## src/rtl/gb_oam_pkg.sv

```systemverilog
`default_nettype none
// ============================================================================
// Package : gb_oam_pkg
// Brief   : Shared OAM types, scan constants and Y-range hit helper.
// Rev     : 1.0  initial release
// ============================================================================
package gb_oam_pkg;

    localparam int OAM_NUM_OBJS     = 40;
    localparam int OAM_MAX_PER_LINE = 10;
    localparam int OAM_Y_OFFSET     = 16;

    typedef struct packed {
        logic [7:0] y_pos;
        logic [7:0] x_pos;
        logic [7:0] tile;
        logic [7:0] flags;
    } oam_obj_t;

    typedef enum logic [1:0] {
        SCAN_IDLE  = 2'd0,
        SCAN_FETCH = 2'd1,
        SCAN_EVAL  = 2'd2
    } oam_scan_state_t;

    typedef struct packed {
        oam_obj_t   obj;
        logic [5:0] oam_idx;
    } oam_sel_t;

    // 9-bit compare so ly+16 and y+height never wrap
    function automatic logic oam_y_hit(input logic [7:0] ly,
                                       input logic [7:0] y_pos,
                                       input logic       tall);
        logic [8:0] t;
        logic [8:0] y;
        logic [8:0] h;
        t = {1'b0, ly} + 9'(OAM_Y_OFFSET);
        y = {1'b0, y_pos};
        h = tall ? 9'd16 : 9'd8;
        return (t >= y) && (t < y + h);
    endfunction

endpackage
`default_nettype wire

```

## src/rtl/gb_oam_scan_if.sv

```systemverilog
`default_nettype none
// ============================================================================
// Interface : gb_oam_scan_if
// Brief     : OAM object port and selected-object read port of the scanner.
// Rev       : 1.0  initial release
// ============================================================================
interface gb_oam_scan_if;
    import gb_oam_pkg::*;

    logic [6:0] oam_index_o;
    oam_obj_t   obj_i;
    logic [3:0] sel_rd_idx;
    oam_obj_t   sel_obj_o;
    logic [5:0] sel_oam_idx_o;

    modport master (
        output oam_index_o,
        input  obj_i,
        input  sel_rd_idx,
        output sel_obj_o,
        output sel_oam_idx_o
    );

    modport slave (
        input  oam_index_o,
        output obj_i,
        output sel_rd_idx,
        input  sel_obj_o,
        input  sel_oam_idx_o
    );
endinterface
`default_nettype wire

```

## src/rtl/gb_oam_line_buffer.sv

```systemverilog
`default_nettype none
// ============================================================================
// Module : gb_oam_line_buffer
// Brief  : Register file of selected objects; one write, one combinational read.
// Rev    : 1.0  initial release
// ============================================================================
module gb_oam_line_buffer
    import gb_oam_pkg::*;
#(
    parameter int DEPTH = OAM_MAX_PER_LINE
) (
    input  wire logic       clk,
    input  wire logic       reset,
    input  wire logic       wr_en_i,
    input  wire logic [3:0] wr_idx_i,
    input  oam_sel_t        wr_data_i,
    input  wire logic [3:0] rd_idx_i,
    output oam_sel_t        rd_data_o
);

    oam_sel_t mem_q [DEPTH];

    for (genvar g = 0; g < DEPTH; g++) begin : g_slot
        always_ff @(posedge clk or negedge reset) begin
            if (!reset) begin
                mem_q[g] <= '0;
            end else if (wr_en_i && (wr_idx_i == 4'(g))) begin
                mem_q[g] <= wr_data_i;
            end
        end
    end

    // Out-of-range slots read as zero rather than aliasing a real entry
    always_comb begin
        rd_data_o = '0;
        if (rd_idx_i < 4'(DEPTH)) begin
            rd_data_o = mem_q[rd_idx_i];
        end
    end

endmodule
`default_nettype wire

```

## src/rtl/gb_oam_scan.sv

```systemverilog
`default_nettype none
// ============================================================================
// Module : gb_oam_scan
// Brief  : PPU mode-2 OAM scanner; selects up to 10 objects on line LY.
// Config : OAM_SCAN_OVERFLOW_EN adds the sticky scan_overflow output.
// Rev    : 1.0  initial release
// ============================================================================
module gb_oam_scan
    import gb_oam_pkg::*;
#(
    parameter int NUM_OBJS     = OAM_NUM_OBJS,
    parameter int MAX_PER_LINE = OAM_MAX_PER_LINE
) (
    input  wire logic       clk,
    input  wire logic       reset,
    input  wire logic       scan_start,
    input  wire logic [7:0] ly,
    input  wire logic       obj_size_16,
    input  wire logic       dma_active,
    output logic            scan_busy,
    output logic            scan_done,
    output logic [3:0]      sel_count,
`ifdef OAM_SCAN_OVERFLOW_EN
    output logic            scan_overflow,
`endif
    gb_oam_scan_if.master   bus
);

    oam_scan_state_t state_q, state_d;
    logic [5:0]      index_q, index_d;
    logic [3:0]      count_q, count_d;
    logic [7:0]      ly_q, ly_d;
    logic            size16_q, size16_d;
    oam_obj_t        obj_q, obj_d;
    logic            inv_q, inv_d;
    logic            done_q, done_d;
    logic            w_hit;
    logic            w_wr_en;
    oam_sel_t        w_wr_data;
    oam_sel_t        w_rd_data;
`ifdef OAM_SCAN_OVERFLOW_EN
    logic            ovf_q, ovf_d;
`endif

    assign w_hit     = oam_y_hit(ly_q, obj_q.y_pos, size16_q) && !inv_q;
    assign w_wr_data = {obj_q, index_q};

    always_ff @(posedge clk or negedge reset) begin
        if (!reset) begin
            state_q  <= SCAN_IDLE;
            index_q  <= '0;
            count_q  <= '0;
            ly_q     <= '0;
            size16_q <= 1'b0;
            obj_q    <= '0;
            inv_q    <= 1'b0;
            done_q   <= 1'b0;
`ifdef OAM_SCAN_OVERFLOW_EN
            ovf_q    <= 1'b0;
`endif
        end else begin
            state_q  <= state_d;
            index_q  <= index_d;
            count_q  <= count_d;
            ly_q     <= ly_d;
            size16_q <= size16_d;
            obj_q    <= obj_d;
            inv_q    <= inv_d;
            done_q   <= done_d;
`ifdef OAM_SCAN_OVERFLOW_EN
            ovf_q    <= ovf_d;
`endif
        end
    end

    always_comb begin
        state_d  = state_q;
        index_d  = index_q;
        count_d  = count_q;
        ly_d     = ly_q;
        size16_d = size16_q;
        obj_d    = obj_q;
        inv_d    = inv_q;
        done_d   = 1'b0;
        w_wr_en  = 1'b0;
`ifdef OAM_SCAN_OVERFLOW_EN
        ovf_d    = ovf_q;
`endif
        // A start pulse wins in every state, so an aborted scan never signals done
        if (scan_start) begin
            state_d  = SCAN_FETCH;
            index_d  = '0;
            count_d  = '0;
            ly_d     = ly;
            size16_d = obj_size_16;
`ifdef OAM_SCAN_OVERFLOW_EN
            ovf_d    = 1'b0;
`endif
        end else begin
            unique case (state_q)
                SCAN_FETCH: begin
                    obj_d   = bus.obj_i;
                    inv_d   = dma_active;
                    state_d = SCAN_EVAL;
                end
                SCAN_EVAL: begin
                    if (w_hit) begin
                        if (count_q < 4'(MAX_PER_LINE)) begin
                            w_wr_en = 1'b1;
                            count_d = count_q + 4'd1;
                        end else begin
`ifdef OAM_SCAN_OVERFLOW_EN
                            ovf_d = 1'b1;
`endif
                        end
                    end
                    if (index_q == 6'(NUM_OBJS - 1)) begin
                        state_d = SCAN_IDLE;
                        index_d = '0;
                        done_d  = 1'b1;
                    end else begin
                        state_d = SCAN_FETCH;
                        index_d = index_q + 6'd1;
                    end
                end
                default: state_d = SCAN_IDLE;
            endcase
        end
    end

    gb_oam_line_buffer #(
        .DEPTH (MAX_PER_LINE)
    ) u_line_buffer (
        .clk       (clk),
        .reset     (reset),
        .wr_en_i   (w_wr_en),
        .wr_idx_i  (count_q),
        .wr_data_i (w_wr_data),
        .rd_idx_i  (bus.sel_rd_idx),
        .rd_data_o (w_rd_data)
    );

    assign scan_busy         = (state_q != SCAN_IDLE);
    assign scan_done         = done_q;
    assign sel_count         = count_q;
    assign bus.oam_index_o   = {1'b0, index_q};
    assign bus.sel_obj_o     = w_rd_data.obj;
    assign bus.sel_oam_idx_o = w_rd_data.oam_idx;
`ifdef OAM_SCAN_OVERFLOW_EN
    assign scan_overflow     = ovf_q;
`endif

endmodule
`default_nettype wire

```

## src/flat_wrapper.sv

```systemverilog
// flat-port wrapper written by rule: the top's interface ports become plain ports
module gb_oam_scan_flat import gb_oam_pkg::*;
#(
    parameter int NUM_OBJS     = OAM_NUM_OBJS,
    parameter int MAX_PER_LINE = OAM_MAX_PER_LINE
)
  (clk, reset, scan_start, ly, obj_size_16, dma_active, scan_busy, scan_done, sel_count, bus_oam_index_o, bus_obj_i, bus_sel_rd_idx, bus_sel_obj_o, bus_sel_oam_idx_o);
  gb_oam_scan_if bus_i ();
  input  wire logic clk;
  input  wire logic reset;
  input  wire logic scan_start;
  input  wire logic [7:0] ly;
  input  wire logic obj_size_16;
  input  wire logic dma_active;
  output logic scan_busy;
  output logic scan_done;
  output logic [3:0] sel_count;
  output wire logic [$bits(bus_i.oam_index_o)-1:0] bus_oam_index_o;
  input wire logic [$bits(bus_i.obj_i)-1:0] bus_obj_i;
  input wire logic [$bits(bus_i.sel_rd_idx)-1:0] bus_sel_rd_idx;
  output wire logic [$bits(bus_i.sel_obj_o)-1:0] bus_sel_obj_o;
  output wire logic [$bits(bus_i.sel_oam_idx_o)-1:0] bus_sel_oam_idx_o;
  assign bus_oam_index_o = bus_i.oam_index_o;
  assign bus_i.obj_i = bus_obj_i;
  assign bus_i.sel_rd_idx = bus_sel_rd_idx;
  assign bus_sel_obj_o = bus_i.sel_obj_o;
  assign bus_sel_oam_idx_o = bus_i.sel_oam_idx_o;
  gb_oam_scan #(.NUM_OBJS(NUM_OBJS), .MAX_PER_LINE(MAX_PER_LINE)) u_core (.clk(clk), .reset(reset), .scan_start(scan_start), .ly(ly), .obj_size_16(obj_size_16), .dma_active(dma_active), .scan_busy(scan_busy), .scan_done(scan_done), .sel_count(sel_count), .bus(bus_i));
endmodule
```

## config.mk

```make
export PLATFORM = sky130hd
export DESIGN_NAME = gb_oam_scan_flat
export DESIGN_NICKNAME = d
export VERILOG_FILES = /design/src/rtl/gb_oam_pkg.sv /design/src/rtl/gb_oam_scan_if.sv /design/src/rtl/gb_oam_line_buffer.sv /design/src/rtl/gb_oam_scan.sv /design/src/flat_wrapper.sv
export SDC_FILE = /design/constraint.sdc
export NUM_CORES = 1
export LEC_CHECK = 0
export CAP_MARGIN = 5
export CORE_MARGIN = 4
export CORE_UTILIZATION = 30
export DETAILED_ROUTE_END_ITERATION = 7
export DONT_BUFFER_PORTS = 1
export HOLD_SLACK_MARGIN = 0.12
export PLACE_DENSITY = 0.53
export SYNTH_ARGS = -nofsm -noshare
export SYNTH_HDL_FRONTEND = slang
export SYNTH_SLANG_ARGS = --single-unit
export TNS_END_PERCENT = 10
```

## constraint.sdc

```tcl
create_clock -name clk -period 3.9 [get_ports clk]
set_input_delay 1.17 -clock clk [delete_from_list [all_inputs] [get_ports clk]]
set_output_delay 1.17 -clock clk [all_outputs]
set_load 0.05 [all_outputs]
```

==> results by group, run 1 <==
Detailed routing
  • Number of remaining DRC errors: 0
  • Drt via density: 4.936
  • Initial DRC count: 538
  • Antenna-violating nets left: 0
  • DRT Pass-1 Iters: 4
  • Via count: 11.35k
  • Routed len/inst: 21.22 um
  • Final WL: 48790 um

Timing
  • Final period util: 0.9239
  • Min Tclk post-route: 3.603 ns
  • TNS Setup: 0 ns
  • Final setup fails: 0
  • RSZ-0062 raised after global routing: false
  • Max Clock Skew: 0.01467 ns
  • Worst-Margin Slew: 1.373 ns
  • FMAX: 0.2775 GHz
  • Pins over their slew limit: 0
  • Hold Violations, Final: 0
  • Slew headroom: 0.08449

Setup path
  • R2r endpoint: u_core.u_line_buffer.mem_q[27]$_DFFE_PN0P_
  • Setup crit end kind: flip-flop
  • WS Path Type: reg2reg
  • R2r setup slk: 0.30 ns
  • Crit-path leading delay family: adder cells
  • Critical path arrival: 4.06 ns
  • FF-to-FF Start: u_core.size16_q$_DFFE_PN0P_
  • Crit-path max cell delay: 0.40 ns
  • CP bufs+invs: 4
  • Crit path max fanout: 38
  • Critical-path top delay cell: fa_1
  • CP Launch Type: flip-flop
  • Crit-path cells: inv_1 > ha_1 > inv_1 > fa_1 > nor3_1 > xnor2_1 > ha_1 > a211oi_1 > o2111a_1 > buf_4 > nand4b_1 > a211oi_4 > buf_12 > mux2_2
  • R2R cell count: 14
  • Worst endpoint required time: 4.35 ns

CTS
  • Clk_lat worst skew: 0.58 ns
  • Clock Path Buffers: 3
  • Reg clk slew, reported paths: 0.06 ns
  • Post-CTS sizing: 0
  • Post-CTS Hold Buffers: 0
  • CTS tree: built
  • CTS Buf Count: 49
  • Root Buffer: clkbuf_16
  • Post-CTS Setup Inserts: 0
  • # H-tree levels: 2
  • Sink Count: 435

Logic synthesis
  • Syn_nets: 1479
  • Avg Cell Area, Syn: 14.33 sq um
  • Synth Warn #: 0
  • Mapped Area: 20160 sq um
  • Async SR Flop Fraction: 1.000
  • Synth Flop Type: dfrtp_1
  • Number of register bits inferred by synthesis: 435
  • Sequential area share after synthesis: 0.5400
  • Post-synth cell types: 40
  • Mapped Cells: 1407
  • EDFF count, synth: 0

Die
  • Row count: 94
  • Starting Density: 0.3044
  • I/O pin count: 100
  • Die Y: 267.2 um
  • Area of the die: 71400 sq um
  • CORE AREA: 66220 sq um
  • Die width: 267.2 um

GRT
  • GRT Overall Usage: 0.1381
  • Largest net degree at the start of global routing: 436
  • Vias in the first global route: 12.40k
  • Grt total ovfl: 0
  • Global-route wire length before repair: 76560 um
  • Antenna violations before repair: 2

Cells and area
  • Footprint of the multi-input gates: 8616 sq um
  • Final core occ: 0.3478
  • Nets@finish: 1469
  • Area Growth Syn to Fin: 14.23%
  • Layout Cell Area excl Fill: 23030 sq um
  • Share of cells above drive strength 1: 0.3317
  • Fill count: 6389
  • Reg area: 10890 sq um
  • N_diodes: 0

Power
  • Peak supply drop: 247.6 uV
  • P_leak: 10.87 nW
  • Pwr/cell area: 465.5 nW/um^2

Placement
  • PortBufs: 0
  • Global placement routability congestion: 0.7014
  • DP Wirelength: 27540 um
  • DP Area: 21300 sq um

Job
  • Max-cap violation count: 0

Run status
  • Status: finished clean

Worst hold path
  • Min-delay worst type: in2async
## per-layer routing
layer  vias to the layer above  part of all wire  GRT usage
met5                         -           0.00041          0
met3                        66             0.038    0.02416
met1                      6077              0.46     0.1896
met2                       159              0.48     0.2303
met4                         2             0.016    0.03070
li1                       5044                 -          -
## worst register-to-register path: stages (launching register included)
cell      delay (ns)
dfrtp_1         0.38
inv_1           0.11
ha_1            0.17
inv_1           0.05
fa_1            0.40
nor3_1          0.19
xnor2_1         0.11
ha_1            0.22
a211oi_1        0.23
o2111a_1        0.30
buf_4           0.18
nand4b_1        0.16
a211oi_4        0.25
buf_12          0.34
mux2_2          0.40
## cells by family after synthesis
family / synth area share
AOI/OAI and AO/OA: 0.03550
xor gates and xnor gates: 0.003476
adders and majority gates: 0.01465
buffers and inverters: 0.03855
DFF: 0.5400
muxes: 0.3355
other: 0.0001860
and+or+nand+nor: 0.03215
## sequential cells by signal, indices dropped and copies added (netlist names)
name	cells
u_core.index_q	6
u_core.inv_q	1
u_core.ly_q	8
u_core.obj_q	32
u_core.scan_done	1
u_core.sel_count	4
u_core.size16_q	1
u_core.state_q	2
u_core.u_line_buffer.mem_q	380
## how the worst max path moves through the flow
| stage | depth (start not counted) | from | slack [ns] | to |
|---|---|---|---|---|
| floorplan | 7 | bus_sel_rd_idx[0] | -0.32 | bus_sel_obj_o[26] |
| global placement | 7 | bus_sel_rd_idx[1] | 0.31 | bus_sel_obj_o[11] |
| detailed placement | 7 | bus_sel_rd_idx[1] | 0.31 | bus_sel_obj_o[11] |
| CTS | 7 | bus_sel_rd_idx[1] | 0.31 | bus_sel_obj_o[11] |
| global route | 14 | u_core.size16_q$_DFFE_PN0P_ | 0.005 | u_core.u_line_buffer.mem_q[27]$_DFFE_PN0P_ |
| finish | 14 | u_core.size16_q$_DFFE_PN0P_ | 0.30 | u_core.u_line_buffer.mem_q[27]$_DFFE_PN0P_ |
## where the power goes
part	switching (mW)	internal, mW	leakage [nW]	total (mW)
Clock	1.87	3.03	0.850	4.90
Sequential	0.288	4.75	5.97	5.04
Combinational	0.372	0.404	4.05	0.776
Total	2.53	8.19	10.9	10.7
## per-stage QoR
stage / total power, mW / std cells / hold WS, ns / setup slack (ns)
3_3_place_gp: 5.865 / 2210 / 0.4612 / 0.3148
4_1_cts: 10.89 / 2299 / 0.2879 / 0.3085
6_report: 10.72 / 2299 / 0.3201 / 0.2967
3_5_place_dp: 5.902 / 2210 / 0.4686 / 0.3109
5_1_grt: 11.19 / 2299 / 0.2827 / 0.005266
2_1_floorplan: 5.674 / 1407 / 0.4524 / -0.3223
## cell usage in the layout, fill, tap and decap left out, types with 6 or more instances in the layout
master and count:
a211oi_4 11, a21oi_1 41, buf_12 13, buf_4 52
bufinv_16 7, clkbuf_1 8, clkbuf_16 49, clkbuf_8 14
clkinv_2 7, dfrtp_1 435, ha_1 22, inv_1 18
mux2_1 179, mux2_2 234, mux2i_1 40, mux4_2 76
nand2_1 61, nand3_1 11, nor2_1 49, nor2b_1 6
o21ai_0 16, o21ai_1 37
## layout make-up
cell class,count,share of cell area
multi-input cells,828,0.3742
clock inverters,18,0.01206
inverters,18,0.002934
well taps,864,0.04695
repair buffers,65,0.02825
clock buffers,71,0.06292
flip-flops and latches,435,0.4727
## synth_stat cells, types with 15 or more instances
master      n  share of area
dfrtp_1   435           0.54
mux2_2    234           0.13
mux2_1    179           0.10
mux4_2     76          0.085
nand2_1    61          0.011
o21ai_0    54          0.013
nor2_1     49         0.0091
a21oi_1    41          0.010
mux2i_1    40          0.020
clkbuf_1   34         0.0063
buf_1      33         0.0061
buf_2      24         0.0060
ha_1       22          0.014
buf_6      20          0.011
inv_1      18         0.0034
buf_4      15         0.0056
(Power assumes the default switching activity.)
==> run 2: changes to the inputs <==
CAP_MARGIN = default   (was 5)
TNS_END_PERCENT = 30   (was 10)
==> run 2 against run 1 <==
Net effect: via count rose by 0.51%; sequential cell count unchanged; clock skew grew 0.0013 ns; critical endpoint is now bus_sel_obj_o[12].
==> results by group, run 2 (synthesis gave the netlist of run 1 again) <==
Timing
  • TNS Setup: 0 ns (unchanged)
  • Final setup fails: 0 (unchanged)
  • Pins over their slew limit: 0 (unchanged)
  • Slew headroom: 0.3698 (was 0.08449)
  • Hold Violations, Final: 0 (unchanged)
  • Final period util: 0.9239 (about the same)
  • RSZ-0062 raised after global routing: false (unchanged)
  • Min Tclk post-route: 3.603 ns (about the same)
  • Worst-Margin Slew: 0.9452 ns (was 1.373 ns)
  • Max Clock Skew: 0.01599 ns (was 0.01467 ns)
  • FMAX: 0.2775 GHz (about the same)

Die
  • Starting Density: 0.3044 (unchanged)
  • CORE AREA: 66220 sq um (unchanged)
  • I/O pin count: 100 (unchanged)
  • Die width: 267.2 um (unchanged)
  • Area of the die: 71400 sq um (unchanged)
  • Row count: 94 (unchanged)
  • Die Y: 267.2 um (unchanged)

CTS
  • Clk_lat worst skew: 0.60 ns (was 0.58 ns)
  • Reg clk slew, reported paths: 0.06 ns (about the same)
  • CTS tree: built (unchanged)
  • Root Buffer: clkbuf_16 (unchanged)
  • Post-CTS Hold Buffers: 0 (unchanged)
  • Sink Count: 435 (unchanged)
  • Clock Path Buffers: 3 (unchanged)
  • # H-tree levels: 2 (unchanged)
  • Post-CTS Setup Inserts: 0 (unchanged)
  • CTS Buf Count: 50 (was 49)
  • Post-CTS sizing: 0 (unchanged)

Setup path
  • Worst Setup EP: bus_sel_obj_o[12] (was u_core.u_line_buffer.mem_q[27]$_DFFE_PN0P_)
  • WS Path Type: in2out (was reg2reg)
  • Crit path max fanout: 114 (was 38)
  • FF-to-FF Start: u_core.size16_q$_DFFE_PN0P_ (unchanged)
  • R2r setup slk: 0.36 ns (was 0.30 ns)
  • Worst setup path start: bus_sel_rd_idx[0] (was u_core.size16_q$_DFFE_PN0P_)
  • R2R cell count: 14 (unchanged)
  • R2r endpoint: u_core.u_line_buffer.mem_q[67]$_DFFE_PN0P_ (was u_core.u_line_buffer.mem_q[27]$_DFFE_PN0P_)
  • Setup crit end kind: output port (was flip-flop)
  • Critical path arrival: 2.43 ns (was 4.06 ns)
  • Worst endpoint required time: 2.73 ns (was 4.35 ns)
  • CP Launch Type: input port (was flip-flop)

Power
  • Peak supply drop: 264.3 uV (was 247.6 uV)
  • P_leak: 10.93 nW (was 10.87 nW)
  • Pwr/cell area: 457.0 nW/um^2 (was 465.5 nW/um^2)

GRT
  • GRT Overall Usage: 0.1369 (was 0.1381)
  • Global-route wire length before repair: 75970 um (was 76560 um)
  • Antenna violations before repair: 1 (was 2)
  • Vias in the first global route: 12.36k (was 12.40k)
  • Largest net degree at the start of global routing: 436 (unchanged)
  • Grt total ovfl: 0 (unchanged)

Detailed routing
  • Number of remaining DRC errors: 0 (unchanged)
  • Drt via density: 4.938 (was 4.936)
  • Antenna-violating nets left: 0 (unchanged)
  • Routed len/inst: 20.97 um (was 21.22 um)
  • Initial DRC count: 607 (was 538)
  • Final WL: 48430 um (was 48790 um)
  • Via count: 11.41k (was 11.35k)
  • DRT Pass-1 Iters: 4 (unchanged)

Cells and area
  • Area Growth Syn to Fin: 15.32% (was 14.23%)
  • Top flop regs: u_core.u_line_buffer.mem_q x380, u_core.obj_q x32, u_core.ly_q x8 (unchanged)
  • Share of cells above drive strength 1: 0.3377 (was 0.3317)
  • Layout Cell Area excl Fill: 23250 sq um (was 23030 sq um)
  • Most frequent cells in the layout: 435 x dfrtp_1, 234 x mux2_2, 179 x mux2_1, 76 x mux4_2, 61 x nand2_1 (unchanged)
  • Max reg flops: 380 (unchanged)
  • Most common cell after layout, fill and taps aside: dfrtp_1 (unchanged)
  • Top reg by flops: u_core.u_line_buffer.mem_q (unchanged)
  • Nets@finish: 1478 (was 1469)

Run status
  • Status: finished clean (unchanged)

Job
  • Max-cap violation count: 0 (unchanged)

Placement
  • DP Area: 21560 sq um (was 21300 sq um)
  • DP Wirelength: 28020 um (was 27540 um)
  • Global placement routability congestion: 0.7064 (was 0.7014)
  • PortBufs: 0 (unchanged)

Worst hold path
  • Min-delay worst type: in2async (unchanged)
## run 2: changes by cell type in the layout (fill, tap and decap cells not counted), sizes merged
cell	before	now
buf	65	73
clkbuf	71	76
bufinv	7	4
clkinvlp	2	0
diode	0	1
clkinv	7	9
## run 2: final cells by class
type	instances	area, sq um
Antenna cell	1	2.502
Clock buffer	76	1469
Clock inverter	15	220.2
Fill cell	6347	42970
Inverter	18	67.56
Multi-Input combinational cell	828	8698
Sequential cell	435	10890
Tap cell	864	1081
Timing Repair Buffer	73	823.3
## run 2: layer usage
layer | global-route usage | wire [um]
met3 | 0.02747 | 1791
met4 | 0.03312 | 856
met2 | 0.2225 | 23270
met1 | 0.1894 | 22510
met5 | 0 | 0
## run 2: worst min-delay path by stage
| stage | from | endpoint | depth (start not counted) |
|---|---|---|---|
| 3_3_place_gp | u_core.state_q[1]$_DFF_PN0_ | u_core.state_q[1]$_DFF_PN0_ | 1 |
| 5_1_grt | reset | u_core.u_line_buffer.mem_q[82]$_DFFE_PN0P_ | 0 |
| 2_1_floorplan | u_core.u_line_buffer.mem_q[129]$_DFFE_PN0P_ | u_core.u_line_buffer.mem_q[129]$_DFFE_PN0P_ | 1 |
| 4_1_cts | reset | u_core.u_line_buffer.mem_q[82]$_DFFE_PN0P_ | 0 |
| 6_report | reset | u_core.u_line_buffer.mem_q[82]$_DFFE_PN0P_ | 0 |
| 3_5_place_dp | u_core.state_q[1]$_DFF_PN0_ | u_core.state_q[1]$_DFF_PN0_ | 1 |
## run 2: power by group
part           switching (mW)  internal [mW]  leakage, nW
logic                   0.380          0.417         4.13
registers               0.289           4.75         5.97
clock network            1.91           2.87        0.834
total                    2.58           8.04         10.9
## run 2: through the flow
step	utilization	setup slack [ns]	instances	hold WS, ns	power [mW]
floorplan	-	-0.3223	1407	0.4524	5.681
global placement	0.3255	0.2844	2218	0.4490	5.890
detailed placement	0.3255	0.3218	2218	0.4646	5.930
CTS	0.3510	0.3167	2309	0.2414	10.79
global route	0.3511	0.1021	2310	0.2192	11.08
finish	0.3511	0.2967	2310	0.2696	10.62
## run 2: worst max-delay path, stage by stage
cell and delay, ns:
mux4_2 0.53, a21oi_1 0.28, o21ai_1 0.16, buf_4 0.22
==> run 3: changes to the inputs <==
CORE_UTILIZATION = 58   (was 30)
PLACE_DENSITY = 0.83   (was 0.53)
REMOVE_ABC_BUFFERS = 1   (was default)
==> run 3 against run 2 <==
Net effect: register-to-register slack got worse by 0.12 ns; utilization rose by 30 points; die area fell by 47%; sequential cell count did not move; worst hold slack improved by 0.054 ns; critical endpoint is now u_core.u_line_buffer.mem_q[20]$_DFFE_PN0P_.
==> results by group, run 3 (synthesis gave the netlist of run 1 again) <==
Cells and area
  • N_diodes: 0 (was 1)
  • Max reg flops: 380 (unchanged)
  • Area Growth Syn to Fin: 10.83% (was 15.32%)
  • Top reg by flops: u_core.u_line_buffer.mem_q (unchanged)
  • Most frequent cells in the layout: 435 x dfrtp_1, 234 x mux2_2, 179 x mux2_1, 76 x mux4_2, 61 x nand2_1 (unchanged)
  • Nets@finish: 1470 (was 1478)
  • Non-filler cells, final: 1888 (was 2310)
  • Fill count: 2398 (was 6347)
  • Layout Cell Area excl Fill: 22340 sq um (was 23250 sq um)
  • Most common cell after layout, fill and taps aside: dfrtp_1 (unchanged)
  • Share of cells above drive strength 1: 0.3287 (was 0.3377)
  • Top flop regs: u_core.u_line_buffer.mem_q x380, u_core.obj_q x32, u_core.ly_q x8 (unchanged)

CTS
  • CTS tree: built (unchanged)
  • CTS Buf Count: 46 (was 50)
  • Post-CTS Setup Inserts: 0 (unchanged)
  • Reg clk slew, reported paths: 0.06 ns (about the same)
  • Clk_lat worst skew: 0.57 ns (was 0.60 ns)
  • Clock Path Buffers: 3 (unchanged)
  • Sink Count: 435 (unchanged)
  • Root Buffer: clkbuf_16 (unchanged)
  • # H-tree levels: 2 (unchanged)

GRT
  • GRT Overall Usage: 0.2317 (was 0.1369)
  • Grt total ovfl: 0 (unchanged)
  • Vias in the first global route: 12.78k (was 12.36k)
  • Global-route wire length before repair: 71170 um (was 75970 um)
  • Largest net degree at the start of global routing: 436 (unchanged)
  • Antenna violations before repair: 2 (was 1)

Detailed routing
  • DR WL met2: 22190 um (was 23270 um)
  • Met3 wire len: 2481 um (was 1791 um)
  • Number of remaining DRC errors: 0 (unchanged)
  • Via count: 11.62k (was 11.41k)
  • Top layer in use: met5 (was met4)
  • DRT Pass-1 Iters: 4 (unchanged)
  • Final WL: 43640 um (was 48430 um)
  • Antenna-violating nets left: 0 (unchanged)
  • Routed len/inst: 23.11 um (was 20.97 um)
  • Initial DRC count: 779 (was 607)
  • M1 wire length: 18110 um (was 22510 um)
  • Drt via density: 6.156 (was 4.938)

Placement
  • DP Area: 20820 sq um (was 21560 sq um)
  • Pre-CTS setup slack: 0.1704 ns (was 0.3218 ns)
  • PortBufs: 0 (unchanged)
  • DP Wirelength: 24950 um (was 28020 um)
  • Placed cell count: 1805 (was 2218)
  • Global placement routability congestion: 0.7641 (was 0.7064)

Setup path
  • Worst endpoint required time: 4.33 ns (was 2.73 ns)
  • Setup crit end kind: flip-flop (was output port)
  • Crit path max fanout: 15 (was 114)
  • WS Path Type: reg2reg (was in2out)
  • CP Launch Type: flip-flop (was input port)
  • Critical path arrival: 4.08 ns (was 2.43 ns)

Run status
  • Status: finished clean (unchanged)

Power
  • Clock network fraction of total power: 0.428 (was 0.451)
  • P_leak: 10.78 nW (was 10.93 nW)
  • Peak supply drop: 345.7 uV (was 264.3 uV)
  • Switching Share: 0.2431 (was 0.2430)
  • Pwr/cell area: 454.5 nW/um^2 (was 457.0 nW/um^2)
  • Sequential group share of total power: 0.497 (was 0.474)
  • Combinational power share: 0.075 (about the same)
  • P_int: 7.685 mW (was 8.042 mW)
  • Sw Pwr: 2.468 mW (was 2.581 mW)

Timing
  • Hold Violations, Final: 0 (unchanged)
  • Final setup fails: 0 (unchanged)
  • Slew headroom: 0.2222 (was 0.3698)
  • Worst-Margin Slew: 1.167 ns (was 0.9452 ns)
  • Fin Hold WS: 0.3235 ns (was 0.2696 ns)
  • Final period util: 0.9372 (was 0.9239)
  • Pins over their slew limit: 0 (unchanged)
  • TNS Setup: 0 ns (unchanged)
  • RSZ-0062 raised after global routing: false (unchanged)
  • FMAX: 0.2736 GHz (was 0.2775 GHz)
  • Final worst setup slack: 0.2450 ns (was 0.2967 ns)
  • Max Clock Skew: 0.02584 ns (was 0.01599 ns)
  • Min Tclk post-route: 3.655 ns (was 3.603 ns)

Die
  • Die Y: 194.4 um (was 267.2 um)
  • CORE AREA: 34370 sq um (was 66220 sq um)
  • Starting Density: 0.5865 (was 0.3044)
  • I/O pin count: 100 (unchanged)
  • Row count: 68 (was 94)
  • Area of the die: 37800 sq um (was 71400 sq um)
  • Die width: 194.4 um (was 267.2 um)

Worst hold path
  • Min-delay worst type: in2async (unchanged)

Job
  • Max-cap violation count: 0 (unchanged)
[run 3: per-layer routing]
metal  up-vias  track usage
li1       5033            -
met1      6222       0.3163
met2       288       0.3939
met3        76      0.04334
met4         4      0.05052
met5         -            0
[run 3: final cells by class]
| cell class | count | area, sq um | area share |
|---|---|---|---|
| Clock inverter | 18 | 224.0 | 0.01003 |
| Multi-Input combinational cell | 828 | 8596 | 0.3848 |
| Inverter | 18 | 67.56 | 0.003024 |
| Clock buffer | 65 | 1292 | 0.05785 |
| Tap cell | 455 | 569.3 | 0.02548 |
| Sequential cell | 435 | 10890 | 0.4873 |
| Timing Repair Buffer | 69 | 705.7 | 0.03159 |
[run 3: critical path, cell delays in order (launching register included)]
cell and delay (ns):
dfrtp_1 0.39, inv_1 0.12, ha_1 0.18, inv_1 0.06, fa_1 0.40, nor3_1 0.21
xnor2_1 0.17, ha_1 0.27, o21ai_0 0.17, o2111a_2 0.34, nand4b_1 0.22, a211oi_4 0.29
buf_4 0.32, mux2_1 0.37
[run 3: timing repair]
| action | 4_1_cts | 5_1_grt |
|---|---|---|
| gates resized for setup | 0 | 2 |
| endpoints found under the setup margin | 0 | 377 |
| hold buffers | 0 | 0 |
[run 3: power by group through the flow]
| stage | Sequential, mW | Clock, mW | Combinational (mW) |
|---|---|---|---|
| after floorplan | 5.00 | 0 | 0.568 |
| after global placement | 5.09 | 0 | 0.733 |
| after detailed placement | 5.11 | 0 | 0.766 |
| after CTS | 5.04 | 4.42 | 0.775 |
| after global routing | 5.08 | 4.61 | 0.832 |
| final | 5.04 | 4.34 | 0.766 |
[run 3: stage by stage]
step | total power [mW] | util
after floorplan | 5.570 | -
after global placement | 5.822 | 0.6057
after detailed placement | 5.878 | 0.6057
after CTS | 10.23 | 0.6499
after global routing | 10.52 | 0.6499
final | 10.15 | 0.6499
[run 3: path summary, 6_finish.rpt]
check                                            start                                    endpoint  slack (ns)  cells after the start
setup / recovery           u_core.size16_q$_DFFE_PN0P_  u_core.u_line_buffer.mem_q[20]$_DFFE_PN0P_        0.24                     13
min in group clk           u_core.state_q[1]$_DFF_PN0_                 u_core.state_q[1]$_DFF_PN0_        0.47                      1
setup reg to reg           u_core.size16_q$_DFFE_PN0P_  u_core.u_line_buffer.mem_q[20]$_DFFE_PN0P_        0.24                     13
hold reg to reg            u_core.state_q[1]$_DFF_PN0_                 u_core.state_q[1]$_DFF_PN0_        0.47                      1
hold / removal                                   reset                 u_core.obj_q[9]$_DFFE_PN0P_        0.32                      0
max in group asynchronous                        reset                u_core.obj_q[16]$_DFFE_PN0P_        2.62                      0
